### src/rtl/instr_pkg.sv
// Shared constants for the instruction decoder: one-hot bit positions, opcode/funct/rs codes
// and the buffered decode entry layout.
package instr_pkg;

    localparam int NUM_OPS = 55;

    // One-hot bit positions, SPECIAL group first, then I/J, REGIMM, COP0, SPECIAL2
    localparam logic [5:0] OP_ADD   = 6'd0,  OP_ADDU  = 6'd1,  OP_SUB     = 6'd2,  OP_SUBU  = 6'd3,
                           OP_AND   = 6'd4,  OP_OR    = 6'd5,  OP_XOR     = 6'd6,  OP_NOR   = 6'd7,
                           OP_SLT   = 6'd8,  OP_SLTU  = 6'd9,  OP_SLL     = 6'd10, OP_SRL   = 6'd11,
                           OP_SRA   = 6'd12, OP_SLLV  = 6'd13, OP_SRLV    = 6'd14, OP_SRAV  = 6'd15,
                           OP_JR    = 6'd16, OP_JALR  = 6'd17, OP_SYSCALL = 6'd18, OP_BREAK = 6'd19,
                           OP_MFHI  = 6'd20, OP_MTHI  = 6'd21, OP_MFLO    = 6'd22, OP_MTLO  = 6'd23,
                           OP_MULT  = 6'd24, OP_MULTU = 6'd25, OP_DIV     = 6'd26, OP_DIVU  = 6'd27,
                           OP_TEQ   = 6'd28, OP_ADDI  = 6'd29, OP_ADDIU   = 6'd30, OP_ANDI  = 6'd31,
                           OP_ORI   = 6'd32, OP_XORI  = 6'd33, OP_SLTI    = 6'd34, OP_SLTIU = 6'd35,
                           OP_LUI   = 6'd36, OP_BEQ   = 6'd37, OP_BNE     = 6'd38, OP_J     = 6'd39,
                           OP_JAL   = 6'd40, OP_LW    = 6'd41, OP_SW      = 6'd42, OP_LB    = 6'd43,
                           OP_LBU   = 6'd44, OP_LH    = 6'd45, OP_LHU     = 6'd46, OP_SB    = 6'd47,
                           OP_SH    = 6'd48, OP_BGEZ  = 6'd49, OP_MFC0    = 6'd50, OP_MTC0  = 6'd51,
                           OP_ERET  = 6'd52, OP_CLZ   = 6'd53, OP_MUL     = 6'd54;

    localparam logic [5:0] OPC_SPECIAL = 6'b000000, OPC_REGIMM = 6'b000001, OPC_COP0 = 6'b010000,
                           OPC_SPECIAL2 = 6'b011100,
                           OPC_ADDI = 6'b001000, OPC_ADDIU = 6'b001001, OPC_ANDI = 6'b001100,
                           OPC_ORI  = 6'b001101, OPC_XORI  = 6'b001110, OPC_SLTI = 6'b001010,
                           OPC_SLTIU = 6'b001011, OPC_LUI  = 6'b001111, OPC_BEQ  = 6'b000100,
                           OPC_BNE  = 6'b000101, OPC_J     = 6'b000010, OPC_JAL  = 6'b000011,
                           OPC_LW   = 6'b100011, OPC_SW    = 6'b101011, OPC_LB   = 6'b100000,
                           OPC_LBU  = 6'b100100, OPC_LH    = 6'b100001, OPC_LHU  = 6'b100101,
                           OPC_SB   = 6'b101000, OPC_SH    = 6'b101001;

    localparam logic [5:0] F_ADD  = 6'b100000, F_ADDU = 6'b100001, F_SUB  = 6'b100010,
                           F_SUBU = 6'b100011, F_AND  = 6'b100100, F_OR   = 6'b100101,
                           F_XOR  = 6'b100110, F_NOR  = 6'b100111, F_SLT  = 6'b101010,
                           F_SLTU = 6'b101011, F_SLL  = 6'b000000, F_SRL  = 6'b000010,
                           F_SRA  = 6'b000011, F_SLLV = 6'b000100, F_SRLV = 6'b000110,
                           F_SRAV = 6'b000111, F_JR   = 6'b001000, F_JALR = 6'b001001,
                           F_SYSCALL = 6'b001100, F_BREAK = 6'b001101, F_MFHI = 6'b010000,
                           F_MTHI = 6'b010001, F_MFLO = 6'b010010, F_MTLO = 6'b010011,
                           F_MULT = 6'b011000, F_MULTU = 6'b011001, F_DIV = 6'b011010,
                           F_DIVU = 6'b011011, F_TEQ  = 6'b110100,
                           F_COP0_MOV = 6'b000000, F_ERET = 6'b011000,
                           F2_CLZ = 6'b100000, F2_MUL = 6'b000010;

    localparam logic [4:0] RT_BGEZ = 5'b00001, RS_MFC0 = 5'b00000, RS_MTC0 = 5'b00100,
                           RS_ERET = 5'b10000;

    typedef struct packed {
        logic [NUM_OPS-1:0] op;
        logic               illegal;
        logic [4:0]         rs;
        logic [4:0]         rt;
        logic [4:0]         rd;
        logic [4:0]         shamt;
        logic [31:0]        imm_s;
        logic [31:0]        imm_z;
        logic [25:0]        jidx;
        logic [31:0]        pc;
    } entry_t;

endpackage

### src/rtl/instr_decode_core.sv
// Pure combinational decode of one instruction word into a one-hot op, an illegal flag
// and the extracted register/immediate fields.
module instr_decode_core
    import instr_pkg::*;
(
    input  logic [31:0]        instr,
    output logic [NUM_OPS-1:0] op,
    output logic               illegal,
    output logic [4:0]         rs,
    output logic [4:0]         rt,
    output logic [4:0]         rd,
    output logic [4:0]         shamt,
    output logic [31:0]        imm_s,
    output logic [31:0]        imm_z,
    output logic [25:0]        jidx
);

    logic [5:0] opc;
    logic [5:0] funct;
    logic [5:0] sel;
    logic       hit;

    assign opc   = instr[31:26];
    assign funct = instr[5:0];
    assign rs    = instr[25:21];
    assign rt    = instr[20:16];
    assign rd    = instr[15:11];
    assign shamt = instr[10:6];
    assign imm_s = {{16{instr[15]}}, instr[15:0]};
    assign imm_z = {16'h0000, instr[15:0]};
    assign jidx  = instr[25:0];

    always_comb begin
        hit = 1'b1;
        sel = OP_ADD;
        case (opc)
            OPC_SPECIAL: begin
                case (funct)
                    F_ADD:     sel = OP_ADD;     F_ADDU:  sel = OP_ADDU;
                    F_SUB:     sel = OP_SUB;     F_SUBU:  sel = OP_SUBU;
                    F_AND:     sel = OP_AND;     F_OR:    sel = OP_OR;
                    F_XOR:     sel = OP_XOR;     F_NOR:   sel = OP_NOR;
                    F_SLT:     sel = OP_SLT;     F_SLTU:  sel = OP_SLTU;
                    F_SLL:     sel = OP_SLL;     F_SRL:   sel = OP_SRL;
                    F_SRA:     sel = OP_SRA;     F_SLLV:  sel = OP_SLLV;
                    F_SRLV:    sel = OP_SRLV;    F_SRAV:  sel = OP_SRAV;
                    F_JR:      sel = OP_JR;      F_JALR:  sel = OP_JALR;
                    F_SYSCALL: sel = OP_SYSCALL; F_BREAK: sel = OP_BREAK;
                    F_MFHI:    sel = OP_MFHI;    F_MTHI:  sel = OP_MTHI;
                    F_MFLO:    sel = OP_MFLO;    F_MTLO:  sel = OP_MTLO;
                    F_MULT:    sel = OP_MULT;    F_MULTU: sel = OP_MULTU;
                    F_DIV:     sel = OP_DIV;     F_DIVU:  sel = OP_DIVU;
                    F_TEQ:     sel = OP_TEQ;
                    default:   hit = 1'b0;
                endcase
            end
            OPC_REGIMM: begin
                if (rt == RT_BGEZ) sel = OP_BGEZ;
                else               hit = 1'b0;
            end
            OPC_COP0: begin
                if (rs == RS_MFC0 && funct == F_COP0_MOV)      sel = OP_MFC0;
                else if (rs == RS_MTC0 && funct == F_COP0_MOV) sel = OP_MTC0;
                else if (rs == RS_ERET && funct == F_ERET)     sel = OP_ERET;
                else                                           hit = 1'b0;
            end
            OPC_SPECIAL2: begin
                if (funct == F2_CLZ)      sel = OP_CLZ;
                else if (funct == F2_MUL) sel = OP_MUL;
                else                      hit = 1'b0;
            end
            OPC_ADDI:  sel = OP_ADDI;  OPC_ADDIU: sel = OP_ADDIU;
            OPC_ANDI:  sel = OP_ANDI;  OPC_ORI:   sel = OP_ORI;
            OPC_XORI:  sel = OP_XORI;  OPC_SLTI:  sel = OP_SLTI;
            OPC_SLTIU: sel = OP_SLTIU; OPC_LUI:   sel = OP_LUI;
            OPC_BEQ:   sel = OP_BEQ;   OPC_BNE:   sel = OP_BNE;
            OPC_J:     sel = OP_J;     OPC_JAL:   sel = OP_JAL;
            OPC_LW:    sel = OP_LW;    OPC_SW:    sel = OP_SW;
            OPC_LB:    sel = OP_LB;    OPC_LBU:   sel = OP_LBU;
            OPC_LH:    sel = OP_LH;    OPC_LHU:   sel = OP_LHU;
            OPC_SB:    sel = OP_SB;    OPC_SH:    sel = OP_SH;
            default:   hit = 1'b0;
        endcase
        op      = hit ? (NUM_OPS'(1) << sel) : '0;
        illegal = !hit;
    end

endmodule

### src/rtl/instr_decode_pipe.sv
// Registered instruction decoder: decodes each accepted fetch word and queues the result
// in a small ring buffer with valid/ready on both sides, counting illegal encodings.
module instr_decode_pipe
    import instr_pkg::*;
#(
    parameter int BUF_DEPTH = 2,
    parameter int CNT_W     = 16
) (
    input  logic               clk,
    input  logic               rst,
    input  logic               flush,
    input  logic               in_valid,
    output logic               in_ready,
    input  logic [31:0]        in_instr,
    input  logic [31:0]        in_pc,
    output logic               out_valid,
    input  logic               out_ready,
    output logic [NUM_OPS-1:0] out_op,
    output logic [4:0]         out_rs,
    output logic [4:0]         out_rt,
    output logic [4:0]         out_rd,
    output logic [4:0]         out_shamt,
    output logic [31:0]        out_imm_s,
    output logic [31:0]        out_imm_z,
    output logic [25:0]        out_jidx,
    output logic [31:0]        out_pc,
    output logic               out_illegal,
    output logic [CNT_W-1:0]   illegal_cnt
);

    localparam int PTR_W    = (BUF_DEPTH > 1) ? $clog2(BUF_DEPTH) : 1;
    localparam int CNT_BITS = PTR_W + 1;
    localparam logic [CNT_BITS-1:0] DEPTH_C = CNT_BITS'(BUF_DEPTH);

    entry_t              fifo_q [BUF_DEPTH];
    entry_t              fifo_d [BUF_DEPTH];
    logic [PTR_W-1:0]    wr_ptr_q, wr_ptr_d;
    logic [PTR_W-1:0]    rd_ptr_q, rd_ptr_d;
    logic [CNT_BITS-1:0] count_q, count_d;
    logic [CNT_W-1:0]    illegal_cnt_q, illegal_cnt_d;
    entry_t              new_entry;
    entry_t              head;
    logic                push;
    logic                pop;

    instr_decode_core u_core (
        .instr   (in_instr),
        .op      (new_entry.op),
        .illegal (new_entry.illegal),
        .rs      (new_entry.rs),
        .rt      (new_entry.rt),
        .rd      (new_entry.rd),
        .shamt   (new_entry.shamt),
        .imm_s   (new_entry.imm_s),
        .imm_z   (new_entry.imm_z),
        .jidx    (new_entry.jidx)
    );
    assign new_entry.pc = in_pc;

    // in_ready depends only on registered occupancy, never on out_ready
    assign in_ready  = !rst && (count_q < DEPTH_C);
    assign out_valid = (count_q != '0);
    assign push      = in_valid && in_ready;
    assign pop       = out_valid && out_ready;

    always_comb begin
        fifo_d        = fifo_q;
        wr_ptr_d      = wr_ptr_q;
        rd_ptr_d      = rd_ptr_q;
        count_d       = count_q;
        illegal_cnt_d = illegal_cnt_q;
        if (flush) begin
            wr_ptr_d = '0;
            rd_ptr_d = '0;
            count_d  = '0;
        end else begin
            if (push) begin
                fifo_d[wr_ptr_q] = new_entry;
                wr_ptr_d         = wr_ptr_q + PTR_W'(1);
                if (new_entry.illegal && illegal_cnt_q != '1) begin
                    illegal_cnt_d = illegal_cnt_q + CNT_W'(1);
                end
            end
            if (pop) begin
                rd_ptr_d = rd_ptr_q + PTR_W'(1);
            end
            if (push && !pop) begin
                count_d = count_q + CNT_BITS'(1);
            end else if (!push && pop) begin
                count_d = count_q - CNT_BITS'(1);
            end
        end
    end

    always_ff @(posedge clk) begin
        if (rst) begin
            for (int i = 0; i < BUF_DEPTH; i++) begin
                fifo_q[i] <= '0;
            end
            wr_ptr_q      <= '0;
            rd_ptr_q      <= '0;
            count_q       <= '0;
            illegal_cnt_q <= '0;
        end else begin
            fifo_q        <= fifo_d;
            wr_ptr_q      <= wr_ptr_d;
            rd_ptr_q      <= rd_ptr_d;
            count_q       <= count_d;
            illegal_cnt_q <= illegal_cnt_d;
        end
    end

    assign head        = fifo_q[rd_ptr_q];
    assign out_op      = head.op;
    assign out_illegal = head.illegal;
    assign out_rs      = head.rs;
    assign out_rt      = head.rt;
    assign out_rd      = head.rd;
    assign out_shamt   = head.shamt;
    assign out_imm_s   = head.imm_s;
    assign out_imm_z   = head.imm_z;
    assign out_jidx    = head.jidx;
    assign out_pc      = head.pc;
    assign illegal_cnt = illegal_cnt_q;

endmodule

### config.mk
export PLATFORM = sky130hd
export DESIGN_NAME = instr_decode_pipe
export DESIGN_NICKNAME = d
export VERILOG_FILES = /design/src/rtl/instr_pkg.sv /design/src/rtl/instr_decode_core.sv /design/src/rtl/instr_decode_pipe.sv
export SDC_FILE = /design/constraint.sdc
export NUM_CORES = 1
export LEC_CHECK = 0
export CAP_MARGIN = 10
export CORE_ASPECT_RATIO = 0.6
export CORE_MARGIN = 8
export CORE_UTILIZATION = 45
export CTS_BUF_LIST = sky130_fd_sc_hd__clkbuf_4 sky130_fd_sc_hd__clkbuf_8
export DETAILED_ROUTE_END_ITERATION = 6
export PLACE_DENSITY_LB_ADDON = 0.15
export SLEW_MARGIN = 10
export SYNTH_ARGS = -nofsm -noshare
export SYNTH_HDL_FRONTEND = slang
export SYNTH_SLANG_ARGS = --single-unit
### constraint.sdc
create_clock -name clk -period 2.71 [get_ports clk]
set_input_delay 0.6775 -clock clk [delete_from_list [all_inputs] [get_ports clk]]
set_output_delay 0.6775 -clock clk [all_outputs]
set_load 0.02 [all_outputs]
Yosys cells after proc, flatten, opt, wreduce, memory -nomap -nowiden:

Index checks and enable logic that the tools add are counted.

* register bits after elaboration: 416
* bits in latches: 0
* RAM bits: 0
* ROM bits: 0
* input port bits: 69
* output and inout bits: 216
* word-level logic and storage cells: 141
* memories kept: 0

* add/subtract/negate cells: 5
* multiply operators: 0
* div/mod/pow operators: 0
* magnitude comparators: 4
* equality and inequality tests: 55
* shift-type cells: 1
* multiplexer cells: 25
* bitwise logic cells: 3
* reductions and logical operators: 24

Operators with widths (number)
* two-way mux 198 bit: 4
* bitwise mux 396 bit: 1
* demux 198 bit (select 1 bit): 1
* case mux 6 bit (24 select lines): 1
* case mux 5 bit (28 select lines): 1
* == test 6 bit, second input constant: 19
* == test 6 x 4 -> 1 bit, second input constant: 12
* == test 6 x 5 -> 1 bit, second input constant: 10
* two-way mux 55 bit: 1
* << shifter 1 x 6 -> 55 bit, first input constant: 1
* two-way mux 6 bit: 6
* == test 6 x 3 -> 1 bit, second input constant: 5
* OR reduction 29 bit: 1
* == test 6 x 2 -> 1 bit, second input constant: 4
* OR reduction 20 bit: 1
* adder 16 x 1 -> 16 bit, second input constant: 1
* != test 16 bit, second input constant: 1
* zero test 6 bit: 2
* logical AND 1 bit: 10
* two-way mux 1 bit: 7
* == test 6 x 1 -> 1 bit, second input constant: 1
* == test 5 x 1 -> 1 bit, second input constant: 1
* == test 5 x 3 -> 1 bit, second input constant: 1
* == test 5 bit, second input constant: 1
* other kinds (16): 24

Depth between registers and ports, before layout:

Gate-level depths: netlist of the first run.

* word-level depth: 9
* mapped depth: 11
* gate-level depth less buffers: 7

Modules after synthesis:

Synthesis of the first run repeated with hierarchy kept, for this count alone.

* cells, all modules: 2421
* area, all modules: 19218.4 µm²

By module, submodules not included
* instr_decode_pipe: instances 1, cells each 2061, area an instance 16826.1 µm², sequential area each 8328.0 µm²
* instr_decode_core: instances 1, cells each 360, area an instance 2392.3 µm², sequential area each 0.0 µm²

Worst setup path after synthesis of the first run:

OpenSTA, ideal clock, no wires.

* path kind: input port to flip-flop
* start: input in_instr[26]
* end: register fifo_q[357] (netlist bit)
* library setup time: 85 ps
* arrival time: 2755 ps
* data required time: 2625 ps
* slack: -131 ps
* stages: 10
* path buffers: 4
* cells stage by stage: buf_6 or4_4 buf_6 nor2_8 o31ai_2 and2_4 or4_1 buf_2 buf_6 o31ai_2

* longest elaborated chain between the ends: 5
* elaborated cells between the ends (all ways): 30
* those cells by class: eq/ne (23); shift (1); mux (4); reduce/logical (2)

RTL lines
* start: declaration: RTL line instr_decode_pipe.sv:14 `input logic [31:0] in_instr,`
* == test 6 x 4 -> 1 bit (tied with other cells): RTL line instr_decode_core.sv:36 `case (opc)`
* OR reduction 20 bit (no source line) / case mux 6 bit (24 select lines) (equally long branches)
* case mux 1 bit (5 select lines) / << shifter 1 x 6 -> 55 bit (equally long branches): RTL line instr_decode_core.sv:36, instr_decode_core.sv:84
* two-way mux 55 bit *: RTL line instr_decode_core.sv:84 `op = hit ? (NUM_OPS'(1) << sel) : '0;`
* bitwise mux 396 bit *: RTL line instr_decode_pipe.sv:78 `fifo_d[wr_ptr_q] = new_entry;`
* end signal: assignment: RTL line instr_decode_pipe.sv:105 `fifo_q <= fifo_d;`
* end: declaration: RTL line instr_decode_pipe.sv:35 `entry_t fifo_q [BUF_DEPTH];`

Mark *: on every way between the ends. The rest lies on a longest branch, timed or not.
A chain may end at the register's enable or synchronous reset.

Final worst setup path of the first run:

* start: register rd_ptr_q
* end: output out_op[25]

* longest elaborated chain between the ends: 4

RTL lines
* start: declaration: RTL line instr_decode_pipe.sv:38 `logic [PTR_W-1:0] rd_ptr_q, rd_ptr_d;`
* start signal: assignment: RTL line instr_decode_pipe.sv:107 `rd_ptr_q <= rd_ptr_d;`
* NOT 1 -> 2 bit (not written as such): RTL line instr_decode_pipe.sv:113 `assign head = fifo_q[rd_ptr_q];`
* two-way mux 198 bit (not written as such) (3 in series): RTL line instr_decode_pipe.sv:113
* end: declaration: RTL line instr_decode_pipe.sv:18 `output logic [NUM_OPS-1:0] out_op,`

No other way between the ends. The select of a mux whose other input is x is not followed.

==> results of run 1 <==
cells by family after synthesis:
logic type | count (synthesis)
AND/OR/NAND/NOR | 587
AO/OA/AOI/OAI | 317
multiplexers | 118
adder cells (fa/ha/maj) | 2
flip-flops | 248
other | 1
buffers and inverters | 212
XOR/XNOR | 7
what timing repair did:
item,CTS,global route
endpoints found under the hold margin,0,0
gates resized for setup,266,73
pin swaps,3,12
gates cloned,1,1
setup buffers,7,3
endpoints found under the setup margin,245,129
synthesized netlist by cell type (4+ instances only):
| library cell | count |
|---|---|
| nand4_1 | 11 |
| o311ai_0 | 4 |
| buf_2 | 23 |
| buf_1 | 7 |
| or3_1 | 9 |
| nor3_1 | 40 |
| mux2_2 | 116 |
| or4_1 | 10 |
| inv_1 | 7 |
| nor2b_1 | 7 |
| and2_1 | 5 |
| nand2b_1 | 12 |
| o31ai_2 | 11 |
| dfxtp_1 | 248 |
| nand4b_1 | 4 |
| o31ai_1 | 55 |
| nor4_1 | 13 |
| and3_1 | 5 |
| or2_2 | 4 |
| xor2_1 | 4 |
| buf_4 | 86 |
| o211ai_1 | 6 |
| a21oi_1 | 188 |
| clkbuf_1 | 85 |
| o21ai_0 | 11 |
| nand2_1 | 376 |
| nand3_1 | 18 |
| nor2_1 | 48 |
where the power goes:
part           switching, W  internal, W
logic              0.000604     0.000445
clock network       0.00148      0.00171
registers         0.0000238      0.00368
total               0.00211      0.00584
worst max path at each step:
stage,endpoint,startpoint,cells after the start,slack [ns]
after global placement,fifo_q[363]$_SDFFE_PP0P_,in_instr[1],10,-0.79
after CTS,out_rs[4],rd_ptr_q$_SDFFE_PP0P_,4,-0.08
after detailed placement,fifo_q[352]$_SDFFE_PP0P_,in_instr[4],9,-0.83
after floorplan,fifo_q[162]$_SDFFE_PP0P_,in_instr[27],9,-0.009
final,out_op[25],rd_ptr_q$_SDFFE_PP0P_,4,0.05
after global routing,fifo_q[152]$_SDFFE_PP0P_,in_instr[21],9,-0.03
cell type report:
class | instances | area, um^2
Clock inverter | 5 | 30.0
Fill cell | 2362 | 10100
Multi-Input combinational cell | 1048 | 6330
Tap cell | 360 | 450
Clock buffer | 59 | 731
Inverter | 7 | 26.3
Timing Repair Buffer | 419 | 3940
Sequential cell | 248 | 4970
stage by stage:
step	hold WS (ns)	total power [W]
2_1_floorplan	0.419	0.00436
3_3_place_gp	0.429	0.00482
3_5_place_dp	0.434	0.00483
4_1_cts	0.449	0.00799
5_1_grt	0.466	0.00824
6_report	0.444	0.00795
flip-flops by register name, summed over array words and instances, names as in the netlist:
signal,count
count_q,2
fifo_q,228
illegal_cnt,16
rd_ptr_q,1
wr_ptr_q,1
worst reg2reg max path: stages, from the launching register on:
cell     delay, ns
dfxtp_1       0.45
ha_1          0.23
and3_1        0.32
nand3_1       0.13
nor2_1        0.31
buf_4         0.25
nor3b_1       0.08
mux2_1        0.32
layer usage:
metal | vias up | global-route usage | part of all wire
met1 | 5419 | 0.318 | 0.47
li1 | 5612 | - | -
met2 | 414 | 0.342 | 0.44
met3 | 51 | 0.0626 | 0.077
met4 | 0 | 0.0562 | 0.016
met5 | - | 0 | 0
==> summary.md, run 1 <==
| Metric | Value |
|---|---|
| Most common cell after layout, fill and taps aside | `nand2_1` |
| Layout Nets | `1833` |
| Area fraction of the dominant cell type after synthesis | `0.408` |
| TNS Setup | `0 ns` |
| Number of flops mapped to enable cells by yosys | `0` |
| Synthesized flop and latch total | `248` |
| Worst Hold Depth | `2` |
| Drt wl/cell | `18.6 um` |
| GP Congestion | `0.857` |
| Seq/Total Area, Yosys | `0.408` |
| Max Cap Violations | `0` |
| Clock Skews | `0.0142 ns` |
| Die area | `32800 um^2` |
| XOR/XNOR share of the synthesized area | `0.00503` |
| Final core utilization | `0.621` |
| Worst r2r path cells | `7` |
| CTS root buffer | `clkbuf_8` |
| Total grt overflow | `0` |
| Layout cells sized above 1 | `0.245` |
| Die Y | `143 um` |
| Fin. max-slew vios | `0` |
| Status | `completed` |
| Hold path startpoint | `fifo_q[167]$_SDFFE_PP0P_` |
| Area grow syn2layout | `35.3%` |
| Static Leak | `6.71 nW` |
| Layout Cells excl Fill | `2146` |
| Simple-gate portion of the synthesized area | `0.218` |
| Starting Density | `0.459` |
| GRT Total Usage | `0.227` |
| Crit share post-route | `0.981` |
| FF-to-FF End | `illegal_cnt[6]$_SDFFE_PP0P_` |
| Num Clock Sinks | `248` |
| Number of buffers created by CTS | `38` |
| Die X | `228 um` |
| Combinational family with the most area after synthesis | `simple AND/OR/NAND/NOR gates` |
| Worst Path Buf+Inv | `3` |
| Pre-CTS WS | `-0.832 ns` |
| Crit-path cells | `buf_6, buf_4, mux2_2, dlygate4sd2_1` |
| DRC viols | `0` |
| First-pass GRT wire length | `61000 um` |
| Crit path DAT | `1.98 ns` |
| Dpl hpwl | `27700 um` |
| # IOs | `285` |
| Worst skew pair latency | `0.55 ns` |
| Row count | `46` |
| CP max stage cell | `dfxtp_4` |
| CP Capture Type | `output pin` |
| Startpoint Class | `register` |
| Netlist cell types | `73` |
| Hold WC Path Type | `register to register` |
| Reg2Reg Setup Slack | `0.52 ns` |
| Dominant synthesized flop cell | `dfxtp_1` |
| CTS max path bufs | `3` |
| Vias | `11500` |
| Largest net degree at the start of global routing | `192` |
| Area of the mapped netlist | `12200 um^2` |
| VDD IR-drop max | `0.000477 V` |
| Min setup slack post-route | `0.0509 ns` |
| CTS tree | `yes` |
| Period minus WS final | `2.66 ns` |
| Slew HR | `0.383` |
| # diodes | `0` |
| Core Area | `26500 um^2` |
| Mapped Cells | `1492` |
| Data required, critical path | `2.03 ns` |
| Hold path endpoint | `fifo_q[167]$_SDFFE_PP0P_` |
| IO Port Bufs | `268` |
| DP Area | `15600 um^2` |
| Count of final setup violators | `0` |
| DRT iter0 DRCs | `914` |
| Vias in the first global route | `11000` |
| Fmax | `376 MHz` |
| Detailed Route WL | `39800 um` |
| Placed insts | `2070` |
| Syn_area_per_cell | `8.16 um^2` |
| Worst-Margin Slew | `0.926 ns` |
| Largest fanout on the critical path | `5` |
| DR vias/cell | `5.36` |
| Largest cells by area after synthesis | `dfxtp_1, nand2_1, mux2_2, a21oi_1, buf_4` |
| Crit-path leading delay family | `buffers and inverters` |
| Mux cell area share after synthesis | `0.109` |
| Clock slew at the register clock pins of the worst setup and hold paths | `0.06 ns` |
| Post-synthesis adder-cell area fraction | `0.00205` |
| Synth warn | `0` |
| R2R Path Start | `illegal_cnt[0]$_SDFFE_PP0P_` |
| Antenna violations before repair | `0` |
| Commonest cells after routing, fill and taps aside | `nand2_1, dfxtp_1, a21oi_1, dlygate4sd2_1, buf_4` |
| Post-route cell area | `16500 um^2` |
| Fraction of registers with async set/reset | `0` |
| Final hold violations | `0` |
| Largest area contributor in the netlist | `dfxtp_1` |
| Kind of critical path | `register to output pin` |
| Compound-Gate Fraction of Synth Area | `0.162` |
| CTS Hold Bufs | `0` |
| Htree depth | `2` |
| Antenna viol nets, final | `0` |
| 1st-pass router iterations | `6` |
| P per Cell Area | `482 nW/um^2` |
| Worst path max stage delay | `0.44 ns` |
Power figures use the tool's default switching activity.
==> run 2, diff against run 1 <==
--- a/config.mk
+++ b/config.mk
@@ -10,9 +10,12 @@
 export CORE_MARGIN = 8
 export CORE_UTILIZATION = 45
 export CTS_BUF_LIST = sky130_fd_sc_hd__clkbuf_4 sky130_fd_sc_hd__clkbuf_8
+export CTS_CLUSTER_SIZE = 25
 export DETAILED_ROUTE_END_ITERATION = 6
+export GPL_ROUTABILITY_DRIVEN = 0
 export PLACE_DENSITY_LB_ADDON = 0.15
 export SLEW_MARGIN = 10
 export SYNTH_ARGS = -nofsm -noshare
 export SYNTH_HDL_FRONTEND = slang
+export SYNTH_HIERARCHICAL = 1
 export SYNTH_SLANG_ARGS = --single-unit
==> summary.md, run 2 <==
| Metric | Value |
|---|---|
| Status | `finished with violations` |
| Violated checks | `negative setup slack` |
| Antenna violations before repair | `1 (+1)` |
| CTS tree | `yes` |
| DP Area | `23100 um^2 (+48%)` |
| Layout cells sized above 1 | `0.293 (+0.0482)` |
| Final core utilization | `0.588 (-0.0334)` |
| CP max stage cell | `dfxtp_4` |
| Post-synth top cells | `nand2_1, a21oi_1, dfxtp_1` |
| Crit path depth | `7 (+3)` |
| Layout Nets | `2776 (+51%)` |
| Startpoint Class | `register` |
| Area of the mapped netlist | `19200 um^2 (+58%)` |
| Fin. max-slew vios | `0 (unchanged)` |
| Clock Skews | `0.0391 ns (+0.0249 ns)` |
| Switching part of the total power | `0.261 (-0.00444)` |
| Worst r2r path cells | `5 (-2)` |
| First-pass GRT wire length | `96700 um (+59%)` |
| Drt wl/cell | `18.8 um (+1.5%)` |
| Int Pwr | `0.00978 W (+67%)` |
| Hold WC Path Type | `input port to register` |
| Combinational fraction of design power | `0.110 (-0.022)` |
| Post-route cell area | `24700 um^2 (+50%)` |
| Number of buffers created by CTS | `66 (+74%)` |
| Worst path max stage delay | `0.39 ns (-0.05 ns)` |
| Dominant synthesized flop cell | `dfxtp_1` |
| Max Cap Violations | `0 (unchanged)` |
| Die Y | `176 um (+23%)` |
| Final hold slack | `0.437 ns (-0.00672 ns)` |
| Met2 wire len | `27500 um (+57%)` |
| Num Clock Sinks | `416 (+68%)` |
| Die X | `283 um (+24%)` |
| Dpl hpwl | `41900 um (+51%)` |
| Vias | `17900 (+56%)` |
| Die area | `49800 um^2 (+52%)` |
| Count of final setup violators | `23 (+23)` |
| Biggest register | `fifo_q` |
| CTS Hold Bufs | `0 (unchanged)` |
| Fmax | `360 MHz (-4.2%)` |
| Starting Density | `0.457 (-0.00159)` |
| Final hold violations | `0 (unchanged)` |
| VDD IR-drop max | `0.000352 V (-26%)` |
| Top-count cell post-synth | `nand2_1` |
| DRT iter0 DRCs | `1701 (+86%)` |
| CTS root buffer | `clkbuf_8` |
| # IOs | `285 (unchanged)` |
| Row count | `58 (+26%)` |
| Sequential share of power | `0.473 (+0.006)` |
| DR vias/cell | `5.40 (+0.83%)` |
| Total grt overflow | `0 (unchanged)` |
| Most common cell after layout, fill and taps aside | `nand2_1` |
| Worst skew pair latency | `0.61 ns (+0.06 ns)` |
| Number of flops mapped to enable cells by yosys | `0 (unchanged)` |
| Pre-CTS WS | `-1.14 ns (-0.312 ns)` |
| Synth warn | `6 (+6)` |
| Core Area | `42000 um^2 (+58%)` |
| Antenna viol nets, final | `0 (unchanged)` |
| WL met1 | `28100 um (+51%)` |
| Commonest cells after routing, fill and taps aside | `nand2_1, dfxtp_1, a21oi_1, mux2_2, buf_4` |
| DRC viols | `0 (unchanged)` |
| Largest fanout on the critical path | `6 (+1)` |
| Clock power share | `0.418 (+0.017)` |
| Syn_area_per_cell | `7.94 um^2 (-2.7%)` |
| Highest metal used | `met5` |
| Area fraction of the dominant cell type after synthesis | `0.433 (+0.0256)` |
| Crit share post-route | `1.02 (+0.0434)` |
| RSZ-0062 raised after global routing | `yes` |
| Netlist cell types | `76 (+4.1%)` |
| Kind of critical path | `register to output pin` |
| Seq/Total Area, Yosys | `0.433 (+0.0256)` |
| Detailed Route WL | `62600 um (+57%)` |
| Vias in the first global route | `17200 (+58%)` |
| DR WL met3 | `5420 um (+77%)` |
| Fraction of registers with async set/reset | `0 (unchanged)` |
| Max FFs per register | `396 (+74%)` |
| Area grow syn2layout | `28.5%` |
| Synthesized flop and latch total | `416 (+68%)` |
| Mapped Cells | `2421 (+62%)` |
| Largest area contributor in the netlist | `dfxtp_1` |
| Data required, critical path | `2.03 ns (about the same)` |
| Static Leak | `9.50 nW (+42%)` |
| Htree depth | `3 (+1)` |
| Worst Path Buf+Inv | `6 (+3)` |
| IO Port Bufs | `284 (+6.0%)` |
| Worst-Margin Slew | `1.11 ns (+0.185 ns)` |
| Crit-path cells | `buf_12, buf_6, buf_8, buf_16, buf_12, mux2_4, buf_6` |
| Switch Pwr | `0.00345 W (+64%)` |
| Clock slew at the register clock pins of the worst setup and hold paths | `0.07 ns (about the same)` |
| Largest net degree at the start of global routing | `236 (+23%)` |
| Largest cells by area after synthesis | `dfxtp_1, nand2_1, mux2_2, a21oi_1, buf_4` |
| Crit path DAT | `2.10 ns (+0.12 ns)` |
| Crit-path leading delay family | `buffers and inverters` |
| Min setup slack post-route | `-0.0666 ns (-0.118 ns)` |
| P per Cell Area | `536 nW/um^2 (+11%)` |
| CP Capture Type | `output pin` |
| CTS max path bufs | `3 (unchanged)` |
| Period minus WS final | `2.78 ns (+0.118 ns)` |
| Slew HR | `0.259 (-0.124)` |
| Worst Hold Depth | `3 (+1)` |
| GRT Total Usage | `0.241 (+0.0135)` |
| 1st-pass router iterations | `5 (-1)` |
==> run 2: layout make-up <==
| class | count | area [um^2] |
|---|---|---|
| antenna | 1 | 2.50 |
| clock buffer | 97 | 1220 |
| clock inverter | 15 | 119 |
| fill | 3689 | 17300 |
| inverter | 7 | 28.8 |
| multi-input combinational | 1718 | 9870 |
| sequential | 416 | 8330 |
| tap | 570 | 713 |
| timing repair buffer | 496 | 4420 |
==> run 2: what timing repair did <==
item,in CTS,in global routing
pin swaps,22,19
resized for setup,517,311
setup buffers,25,20
cloned,4,3
endpoints found under the setup margin,274,225
==> run 2: layer usage <==
metal | up-vias | global-route usage
met4 | 2 | 0.0754
met5 | - | 0
li1 | 8550 | -
met2 | 622 | 0.353
met1 | 8655 | 0.336
met3 | 103 | 0.0716
==> run 2: path summary, 6_finish.rpt <==
path	startpoint	to	slack (ns)
hold reg to reg	fifo_q[18]$_SDFFE_PP0P_	fifo_q[18]$_SDFFE_PP0P_	0.45
hold / removal	rst	illegal_cnt[6]$_SDFFE_PP0P_	0.44
setup / recovery	rd_ptr_q$_SDFFE_PP0P_	out_op[44]	-0.07
setup reg to reg	illegal_cnt[0]$_SDFFE_PP0P_	illegal_cnt[4]$_SDFFE_PP0P_	0.64
==> run 2: kinds of logic (layout without fill, tap and decap cells) <==
kind of cell	Yosys count	in the layout	share of synthesized area
flops	416	416	0.433
fa+ha+maj	2	2	0.00130
xor+xnor	6	6	0.00273
buf+inv	302	615	0.0853
mux	201	201	0.118
compound gates	483	483	0.138
other cells	1	17	0.000195
simple gates	1010	1010	0.222
==> run 2: power by group through the flow <==
stage | combinational (W) | clock [W] | sequential [W]
global placement | 0.00136 | 0 | 0.00638
CTS | 0.00139 | 0.00566 | 0.00625
finish | 0.00145 | 0.00553 | 0.00625
global route | 0.00154 | 0.00596 | 0.00626
floorplan | 0.000829 | 0 | 0.00637
detailed placement | 0.00137 | 0 | 0.00639
==> run 2: worst min-delay path: cells and delay by family <==
kind	cells	cell delay [ns]
buffers and inverters	1	0.12
and+or+nand+nor	1	0.09
muxes	1	0.14
==> run 2: through the flow <==
| stage | TNS (ns) | cells | total power [W] |
|---|---|---|---|
| 5_1_grt | -3.96 | 3319 | 0.0138 |
| 4_1_cts | -8.69 | 3301 | 0.0133 |
| 3_5_place_dp | -79.45 | 3160 | 0.00776 |
| 3_3_place_gp | -74.21 | 3160 | 0.00774 |
| 6_report | -0.749 | 3320 | 0.0132 |
| 2_1_floorplan | -3.80 | 2436 | 0.00720 |
==> run 3, diff against run 2 <==
--- a/config.mk
+++ b/config.mk
@@ -12,7 +12,6 @@
 export CTS_BUF_LIST = sky130_fd_sc_hd__clkbuf_4 sky130_fd_sc_hd__clkbuf_8
 export CTS_CLUSTER_SIZE = 25
 export DETAILED_ROUTE_END_ITERATION = 6
-export GPL_ROUTABILITY_DRIVEN = 0
 export PLACE_DENSITY_LB_ADDON = 0.15
 export SLEW_MARGIN = 10
 export SYNTH_ARGS = -nofsm -noshare
==> constraint.sdc (replaced) <==
create_clock -name clk -period 3.4 [get_ports clk]
set_input_delay 0.85 -clock clk [delete_from_list [all_inputs] [get_ports clk]]
set_output_delay 0.85 -clock clk [all_outputs]
set_load 0.02 [all_outputs]
==> summary.md, run 3 (synthesized netlist as in run 2, its figures left out) <==
| Metric | Value |
|---|---|
| Die Y | `176 um (unchanged)` |
| Die X | `283 um (unchanged)` |
| CTS tree | `yes` |
| IO Port Bufs | `284 (unchanged)` |
| VDD IR-drop max | `0.000289 V (-18%)` |
| First-pass GRT wire length | `92600 um (-4.3%)` |
| Worst Path Buf+Inv | `2 (-4)` |
| GP Congestion | `0.883` |
| Area grow syn2layout | `24.5%` |
| Antenna viol nets, final | `0 (unchanged)` |
| Fillcell total | `3747 (+1.6%)` |
| Biggest register | `fifo_q` |
| Most common cell after layout, fill and taps aside | `nand2_1` |
| CTS max path bufs | `3 (unchanged)` |
| Worst skew pair latency | `0.60 ns (about the same)` |
| Layout Cells excl Fill | `3241 (-2.4%)` |
| Post-CTS Setup Bufs | `0 (-100%)` |
| Total grt overflow | `0 (unchanged)` |
| Count of final setup violators | `0 (-100%)` |
| GRT Total Usage | `0.229 (-0.0121)` |
| Drt wl/cell | `18.4 um (-2.5%)` |
| Kind of critical path | `register to output pin` |
| Hold path startpoint | `fifo_q[114]$_SDFFE_PP0P_` |
| Max Cap Violations | `0 (unchanged)` |
| Clock Skews | `0.0175 ns (-0.0216 ns)` |
| # IOs | `285 (unchanged)` |
| Clock slew at the register clock pins of the worst setup and hold paths | `0.06 ns (about the same)` |
| R2R Path Start | `count_q[1]$_SDFFE_PP0P_` |
| Static Leak | `8.40 nW (-11%)` |
| Final hold violations | `0 (unchanged)` |
| Core Area | `42000 um^2 (unchanged)` |
| Layout cells sized above 1 | `0.183 (-0.110)` |
| Largest fanout on the critical path | `61 (+55)` |
| Htree depth | `3 (unchanged)` |
| Antenna violations before repair | `2 (+1)` |
| Num Clock Sinks | `416 (unchanged)` |
| DRC viols | `0 (unchanged)` |
| P per Cell Area | `436 nW/um^2 (-19%)` |
| Largest net degree at the start of global routing | `207 (-12%)` |
| Worst-Margin Slew | `0.986 ns (-0.126 ns)` |
| Vias | `17200 (-3.9%)` |
| CP max stage cell | `clkdlybuf4s50_1` |
| Worst r2r path cells | `5 (unchanged)` |
| Max FFs per register | `396 (unchanged)` |
| Pre-CTS WS | `-0.660 ns (+0.483 ns)` |
| Worst path max stage delay | `0.59 ns (+0.20 ns)` |
| Crit-path cells | `buf_12, mux2_2, clkdlybuf4s50_1` |
| Row count | `58 (unchanged)` |
| DRT iter0 DRCs | `1422 (-16%)` |
| Dpl hpwl | `39500 um (-5.8%)` |
| CTS Hold Bufs | `0 (unchanged)` |
| Worst Hold Depth | `2 (-1)` |
| CTS root buffer | `clkbuf_8` |
| Layout Nets | `2696 (-2.9%)` |
| Reg2Reg Setup Slack | `1.29 ns (+0.65 ns)` |
| Detailed Route WL | `59500 um (-4.8%)` |
| Fin. max-slew vios | `0 (unchanged)` |
| Crit share post-route | `0.987` |
| 1st-pass router iterations | `5 (unchanged)` |
| CP Capture Type | `output pin` |
| Crit path DAT | `2.51 ns (+0.41 ns)` |
| FF-to-FF End | `fifo_q[301]$_SDFFE_PP0P_` |
| DR vias/cell | `5.32 (-1.6%)` |
| Hold path endpoint | `fifo_q[114]$_SDFFE_PP0P_` |
| Placed insts | `3127 (-1.0%)` |
| Fmax | `298 MHz` |
| Slew HR | `0.343 (+0.0838)` |
| Hold WC Path Type | `register to register` |
| Startpoint Class | `register` |
| Starting Density | `0.457 (unchanged)` |
| Number of buffers created by CTS | `66 (unchanged)` |
| Min setup slack post-route | `0.0436 ns (+0.110 ns)` |
| TNS Setup | `0 ns (+0.749 ns)` |
| RSZ-0062 raised after global routing | `yes` |
| Status | `completed` |
| Die area | `49800 um^2 (unchanged)` |
| Period minus WS final | `3.36 ns` |
| Commonest cells after routing, fill and taps aside | `nand2_1, a21oi_1, dfxtp_1, clkdlybuf4s50_1, mux2_2` |
| Vias in the first global route | `16700 (-3.2%)` |
| Data required, critical path | `2.55 ns (+0.52 ns)` |
| Crit-path leading delay family | `buffers and inverters` |
[run 3: cell count changes in the layout (fill, tap and decap cells not counted), moves of 5 or more]
cell	previous run	this run
clkdlybuf4s50_1	63	277
clkbuf_2	104	0
buf_2	52	0
buf_6	34	2
buf_4	142	112
dlygate4sd2_1	30	3
buf_12	41	16
mux2_2	184	200
mux2_4	16	0
clkdlybuf4s15_2	13	0
nor3_1	25	37
nor3_4	7	0
clkinv_2	9	4
nor3_2	11	6
[run 3: repair_timing]
action,CTS,global route
hold endpoints to repair,0,0
gates resized for setup,6,20
pin swaps,1,2
setup endpoints to repair,11,120
[run 3: cell type report]
cell class,count,area [um^2],area share
multi-input cells,1718,9420,0.394
repair buffers,416,4080,0.170
well taps,570,713,0.0298
clock inverters,9,63.8,0.00267
diodes,2,5.00,0.000209
clock buffers,103,1280,0.0535
inverters,7,26.3,0.00110
flip-flops and latches,416,8330,0.348
[run 3: worst max path at each step]
stage / from / endpoint / depth (start not counted)
detailed placement: in_instr[31] / illegal_cnt[5]$_SDFFE_PP0P_ / 13
global route: rd_ptr_q$_SDFFE_PP0P_ / out_op[54] / 3
finish: rd_ptr_q$_SDFFE_PP0P_ / out_op[54] / 3
global placement: in_instr[31] / illegal_cnt[5]$_SDFFE_PP0P_ / 13
floorplan: in_instr[1] / illegal_cnt[6]$_SDFFE_PP0P_ / 12
CTS: rd_ptr_q$_SDFFE_PP0P_ / out_op[54] / 3
[run 3: worst min-delay path, delay by kind of cell (launching register included)]
family | cells | cell delay, ns
simple gates | 1 | 0.05
compound gates | 1 | 0.05
flops | 1 | 0.30
[run 3: through the flow]
step	util	area, um^2	hold slack [ns]	power [W]
global placement	0.535	22500	0.438	0.00613
CTS	0.567	23800	0.405	0.0105
detailed placement	0.535	22500	0.443	0.00614
finish	0.569	23900	0.450	0.0104
global route	0.569	23900	0.436	0.0108
floorplan	-	19300	0.433	0.00573
[run 3: power breakdown]
group | switching [W] | internal (W) | total [W]
logic | 0.000627 | 0.000438 | 0.00106
registers | 0.0000384 | 0.00495 | 0.00498
clock network | 0.00198 | 0.00240 | 0.00438
total | 0.00264 | 0.00778 | 0.0104
[run 3: per-layer routing]
| layer | global-route usage | part of all wire | vias to the layer above | wire, um |
|---|---|---|---|---|
| met5 | 0 | 0 | - | 0 |
| met4 | 0.0747 | 0.027 | 0 | 1610 |
| met3 | 0.0451 | 0.059 | 94 | 3490 |
| met2 | 0.344 | 0.44 | 498 | 26500 |
| met1 | 0.326 | 0.47 | 8252 | 28000 |
| li1 | - | - | 8385 | - |
